===== config.mk =====
export PLATFORM = sky130hd
export DESIGN_NAME = ascon_perm_sequencer
export DESIGN_NICKNAME = d
export VERILOG_FILES = /design/src/rtl/ascon_perm_sequencer.sv
export SDC_FILE = /design/constraint.sdc
export NUM_CORES = 1
export LEC_CHECK = 0
export CELL_PAD_IN_SITES_DETAIL_PLACEMENT = 0
export CELL_PAD_IN_SITES_GLOBAL_PLACEMENT = 1
export CORE_ASPECT_RATIO = 0.7
export CORE_MARGIN = 2
export CORE_UTILIZATION = 26
export CTS_CLUSTER_SIZE = 20
export DETAILED_ROUTE_END_ITERATION = 12
export HOLD_SLACK_MARGIN = 0.02
export PLACE_DENSITY = 0.71
export SETUP_SLACK_MARGIN = 0.1
export SYNTH_ARGS = -nofsm -noshare
export SYNTH_HDL_FRONTEND = slang
export SYNTH_SLANG_ARGS = --single-unit

===== constraint.sdc =====
create_clock -name clk -period 3.1 [get_ports clk]
set_input_delay 0.62 -clock clk [delete_from_list [all_inputs] [get_ports clk]]
set_output_delay 0.62 -clock clk [all_outputs]
set_load 0.05 [all_outputs]

===== src/rtl/ascon_perm_sequencer.sv =====
// Upstream sequencer for the bit-serial ASCON round core: load, round/constant drive, unload, output handshake.
// Optional round-timeout watchdog (adds wd_err port) enabled by defining ASCON_SEQ_WATCHDOG_EN.
module ascon_perm_sequencer #(
    parameter int unsigned LANE_BITS = 64,
    parameter int unsigned ROUNDS_A  = 12,
    parameter int unsigned ROUNDS_B  = 6,
    parameter int unsigned WD_CYCLES = 256
) (
    input  logic                   clk,
    input  logic                   rst,
    input  logic                   in_valid,
    output logic                   in_ready,
    input  logic [5*LANE_BITS-1:0] state_in,
    input  logic                   rounds_sel,
    output logic [0:4]             perm_data,
    output logic                   perm_load,
    output logic                   perm_start,
    output logic                   perm_const,
    input  logic                   round_done,
    input  logic [0:4]             perm_out,
    output logic                   perm_unload,
    output logic                   out_valid,
    input  logic                   out_ready,
    output logic [5*LANE_BITS-1:0] state_out
`ifdef ASCON_SEQ_WATCHDOG_EN
    ,
    output logic                   wd_err
`endif
);

    localparam int unsigned BW = $clog2(LANE_BITS);

    typedef enum logic [2:0] {
        S_IDLE   = 3'd0,
        S_LOAD   = 3'd1,
        S_START  = 3'd2,
        S_WAIT   = 3'd3,
        S_UNLOAD = 3'd4,
        S_DONE   = 3'd5
    } state_t;

    state_t state, state_nx;

    logic [LANE_BITS-1:0] lane [5];
    logic [3:0]           round;
    logic [3:0]           nrounds;
    logic [3:0]           i0;
    logic [3:0]           rc_i;
    logic [7:0]           rc;
    logic [2:0]           rc_pos;
    logic [BW-1:0]        b;
    logic                 last_bit;
    logic                 last_round;
    logic                 wd_fire;

    assign last_bit   = (b == BW'(LANE_BITS - 1));
    assign last_round = (round == nrounds - 4'd1);
    assign rc_i       = i0 + round;
    assign rc         = {4'hF - rc_i, rc_i};
    // LANE_BITS is a power of two, so LANE_BITS-1-b reduces to ~b in the low bits
    assign rc_pos     = ~b[2:0];

`ifdef ASCON_SEQ_WATCHDOG_EN
    logic [8:0] wd_cnt;

    assign wd_fire = (state == S_WAIT) && !round_done && (wd_cnt == 9'(WD_CYCLES - 1));

    always_ff @(posedge clk or negedge rst) begin
        if (!rst) begin
            wd_cnt <= '0;
            wd_err <= 1'b0;
        end else begin
            wd_err <= wd_fire;
            if (state == S_WAIT) begin
                wd_cnt <= wd_cnt + 9'd1;
            end else begin
                wd_cnt <= '0;
            end
        end
    end
`else
    assign wd_fire = 1'b0;
`endif

    always_ff @(posedge clk or negedge rst) begin
        if (!rst) begin
            state <= S_IDLE;
        end else begin
            state <= state_nx;
        end
    end

    always_comb begin
        state_nx    = state;
        in_ready    = 1'b0;
        perm_load   = 1'b0;
        perm_start  = 1'b0;
        perm_const  = 1'b0;
        perm_unload = 1'b0;
        out_valid   = 1'b0;
        perm_data   = '0;
        case (state)
            S_IDLE: begin
                in_ready = 1'b1;
                if (in_valid) begin
                    state_nx = S_LOAD;
                end
            end
            S_LOAD: begin
                perm_load = 1'b1;
                for (int unsigned k = 0; k < 5; k++) begin
                    perm_data[k] = lane[k][LANE_BITS-1];
                end
                if (last_bit) begin
                    state_nx = S_START;
                end
            end
            S_START: begin
                perm_start = 1'b1;
                state_nx   = S_WAIT;
            end
            S_WAIT: begin
                perm_const = (b >= BW'(LANE_BITS - 8)) ? rc[rc_pos] : 1'b0;
                if (round_done) begin
                    state_nx = last_round ? S_UNLOAD : S_START;
                end else if (wd_fire) begin
                    state_nx = S_IDLE;
                end
            end
            S_UNLOAD: begin
                perm_unload = 1'b1;
                if (last_bit) begin
                    state_nx = S_DONE;
                end
            end
            S_DONE: begin
                out_valid = 1'b1;
                if (out_ready) begin
                    state_nx = S_IDLE;
                end
            end
            default: begin
                state_nx = S_IDLE;
            end
        endcase
    end

    always_ff @(posedge clk or negedge rst) begin
        if (!rst) begin
            for (int unsigned k = 0; k < 5; k++) begin
                lane[k] <= '0;
            end
            nrounds <= '0;
            i0      <= '0;
            round   <= '0;
            b       <= '0;
        end else begin
            case (state)
                S_IDLE: begin
                    if (in_valid) begin
                        for (int unsigned k = 0; k < 5; k++) begin
                            lane[k] <= state_in[(4-k)*LANE_BITS +: LANE_BITS];
                        end
                        nrounds <= rounds_sel ? 4'(ROUNDS_B) : 4'(ROUNDS_A);
                        i0      <= rounds_sel ? 4'(12 - ROUNDS_B) : 4'(12 - ROUNDS_A);
                        round   <= '0;
                        b       <= '0;
                    end
                end
                S_LOAD: begin
                    for (int unsigned k = 0; k < 5; k++) begin
                        lane[k] <= {lane[k][LANE_BITS-2:0], 1'b0};
                    end
                    b <= last_bit ? '0 : b + 1'b1;
                end
                S_START: begin
                    b <= '0;
                end
                S_WAIT: begin
                    if (!last_bit) begin
                        b <= b + 1'b1;
                    end
                    if (round_done) begin
                        round <= round + 4'd1;
                        if (last_round) begin
                            b <= '0;
                        end
                    end
                end
                S_UNLOAD: begin
                    for (int unsigned k = 0; k < 5; k++) begin
                        lane[k] <= {lane[k][LANE_BITS-2:0], perm_out[k]};
                    end
                    b <= last_bit ? '0 : b + 1'b1;
                end
                default: begin
                end
            endcase
        end
    end

    always_comb begin
        state_out = '0;
        for (int unsigned k = 0; k < 5; k++) begin
            state_out[(4-k)*LANE_BITS +: LANE_BITS] = lane[k];
        end
    end

endmodule


==> run summary, run 1 <==
Placed Area = 23040 sq um
CP arrival = 2.60 ns
Vias in the first global route = 15176
Most instantiated cells after synthesis = nand2_1 (645), dfrtp_1 (336), nor2_1 (328)
Cell Rows = 74
Yosys top cell area share = 54.11%
Global-route met3 utilization = 5.480%
Synthesized cell area = 15540 sq um
Minimum clock period = 3.218 ns
Initial antenna violation count = 8
Detailed-route vias per instance = 4.701
Met2 Resource Use GR = 31.08%
Hold WC Path Type = input pin to async pin
Drt pass-1 iters = 5
Crit start category = flop
Final #Nets = 2809
# fillers = 5946
Largest net degree at the start of global routing = 94
Syn Area/Cell = 8.295 sq um
Crit Path Class = flop to output port
CTS Buffer Depth = 3
Synth top area cells = dfrtp_1 (54%), nand2_1 (16%), a31oi_1 (13%)
Clock-pin slew on the worst setup and hold paths = 0.06 ns
Clock Latency Late Sink = 0.55 ns
Sink Count = 336
Power Total = 11330 uW
Total leakage power = 0.01045 uW
RSZ-0062 raised after global routing = yes
Reg2reg start = state[2]$_DFFE_PN0P_
FF-to-FF End = state_out[174]$_DFFE_PN0P_
GRT Total Usage = 18.78%
Setup TNS = -0.1180 ns
Hold_buf cts = 0
Wirelength per Cell = 18.31 um
Peak supply drop = 308.5 uV
# IOs = 662
Number of synthesized flops with an enable pin = 0
Setup crit end kind = output port
Routed Antenna Nets = 0
Setup WS post-layout = -0.1180 ns
Final setup viols = 1
Tcrit/Tclk final = 103.8%
Actual slew at the worst max-slew pin = 0.7385 ns
Cell taking the most area after synthesis = dfrtp_1
First-pass GRT wire length = 90.73 mm
MaxCap Viol Count = 0
H-tree depth = 2
CTS tree = built
Final Max Tran Viols = 0
DP HPWL = 43.79 mm
Port Buffer Count = 661
Worst slew margin = 50.77%
Flops & latches, synth = 336
Critical Path RT = 2.48 ns
Congestion Overflow GR = 0
Top Usage Layer GRT = met2
Status = complete, but fails checks
Fin area = 24290 sq um
PwrDens = 466.5 nW/um^2
Layout Area Growth over Synthesis = 56.31%
Layout cells sized above 1 = 5.052%
Top-count cell post-synth = nand2_1
Post-Syn Nets = 2211
Reg2reg setup slack = 0.71 ns
CTS Buf Count = 39
Async S/R FF share, synth = 100.0%
Final Skew = 0.01507 ns
Routed WL = 60.33 mm
Place WS = 0.3071 ns
Post-synth cell types = 45
CTS root buffer = clkbuf_16
Met1 GRT Util = 23.76%
Die height = 208.5 um
Fin. Hold Viols = 0
Final Util = 41.37%
Failing checks = negative setup slack
Core area = 58700 sq um
Post-synthesis instance total = 1873
Yosys warning count = 0
Top FF cell, synth = dfrtp_1
Critical-path maximum fanout = 2
RD Place Congestion = 0.8414
Post-route DRC = 0
Max Freq = 310.8 MHz
DR iter-0 viols = 988
R2R depth = 7
Die area = 61760 sq um
Via count = 15490
Sequential cell area fraction in the yosys report = 54.11%
Starting Density = 26.47%
Die width = 296.2 um
through the flow:
step	hold slack, ns	std cells
6_report	0.03300	3295
5_1_grt	0.05976	3295
4_1_cts	0.07494	3292
3_5_place_dp	0.4620	3226
3_3_place_gp	0.4569	3226
2_1_floorplan	0.3244	1873
layer usage:
metal	share of wire, %	wire length (um)
met1	42	25330
met2	47	28620
met5	0.091	55
met3	8.2	4949
met4	2.3	1366
power by group:
group          leakage [uW]  total, uW  internal [uW]  switching (uW)
registers           0.00393       4800           4600             200
clock network      0.000587       4500           2610            1890
logic               0.00593       2030            843            1190
total                0.0104      11300           8050            3270
flip-flops by register name, summed over array words and instances (netlist names):
signal / flops
state_out: 320
b: 6
nrounds: 3
state: 3
round: 4
cell usage in the layout (no fill, tap or decap), drive strengths merged, types with 5 or more instances in the layout:
cell type	count
clkdlybuf4s50	651
nand2	645
dfrtp	336
nor2	328
a31oi	316
clkbuf	56
buf	55
a21oi	11
o21ai	11
a22oi	7
and2	7
inv	6
ha	6
nor3	5
xor2	5
clkinv	5
worst max-delay path by stage:
stage | from | to | cells after the start
after floorplan | round[1]$_DFFE_PN0P_ | perm_const | 6
after global placement | round[1]$_DFFE_PN0P_ | perm_const | 7
after detailed placement | round[1]$_DFFE_PN0P_ | perm_const | 7
after CTS | nrounds[1]$_DFFE_PN0P_ | perm_const | 7
after global routing | nrounds[1]$_DFFE_PN0P_ | perm_const | 7
final | nrounds[1]$_DFFE_PN0P_ | perm_const | 7
cell families after synthesis:
group | Yosys count | synth area share (%)
adder cells (fa/ha/maj) | 7 | 0.6120
flip-flops | 336 | 54.11
buffers and inverters | 156 | 5.049
XOR/XNOR | 7 | 0.4992
AND/OR/NAND/NOR | 1005 | 24.88
AO/OA/AOI/OAI | 359 | 14.56
multiplexers | 3 | 0.2899
worst max-delay path: stages, from the launching register on:
cell	delay (ns)
dfrtp_1	0.39
ha_2	0.18
fa_2	0.33
xor2_1	0.17
mux4_2	0.48
xor2_1	0.16
nor2_2	0.18
buf_12	0.16
area by class of cell:
| type | instances | area (sq um) | share of cell area [%] |
|---|---|---|---|
| Sequential cell | 336 | 8409 | 34.62 |
| Timing Repair Buffer | 707 | 7258 | 29.89 |
| Multi-Input combinational cell | 1381 | 6381 | 26.27 |
| Clock buffer | 56 | 1132 | 4.662 |
| Tap cell | 798 | 998.5 | 4.111 |
| Clock inverter | 8 | 77.57 | 0.3194 |
| Inverter | 6 | 22.52 | 0.09273 |
| Antenna cell | 3 | 7.507 | 0.03091 |
what timing repair did:
action | CTS | global route
pin swaps | 1 | 0
gates resized for setup | 5 | 0
buffers inserted | 2 | 0
endpoints found under the setup margin | 4 | 1
Power figures use the tool's default switching activity.
==> run 2: changes to the inputs <==
--- a/config.mk
+++ b/config.mk
@@ -5,6 +5,7 @@
 export SDC_FILE = /design/constraint.sdc
 export NUM_CORES = 1
 export LEC_CHECK = 0
+export ABC_CLOCK_PERIOD_IN_PS = 3100
 export CELL_PAD_IN_SITES_DETAIL_PLACEMENT = 0
 export CELL_PAD_IN_SITES_GLOBAL_PLACEMENT = 1
 export CORE_ASPECT_RATIO = 0.7
==> results of run 2 <==
No change in the layout: final DEF, timing and power equal those of run 1.
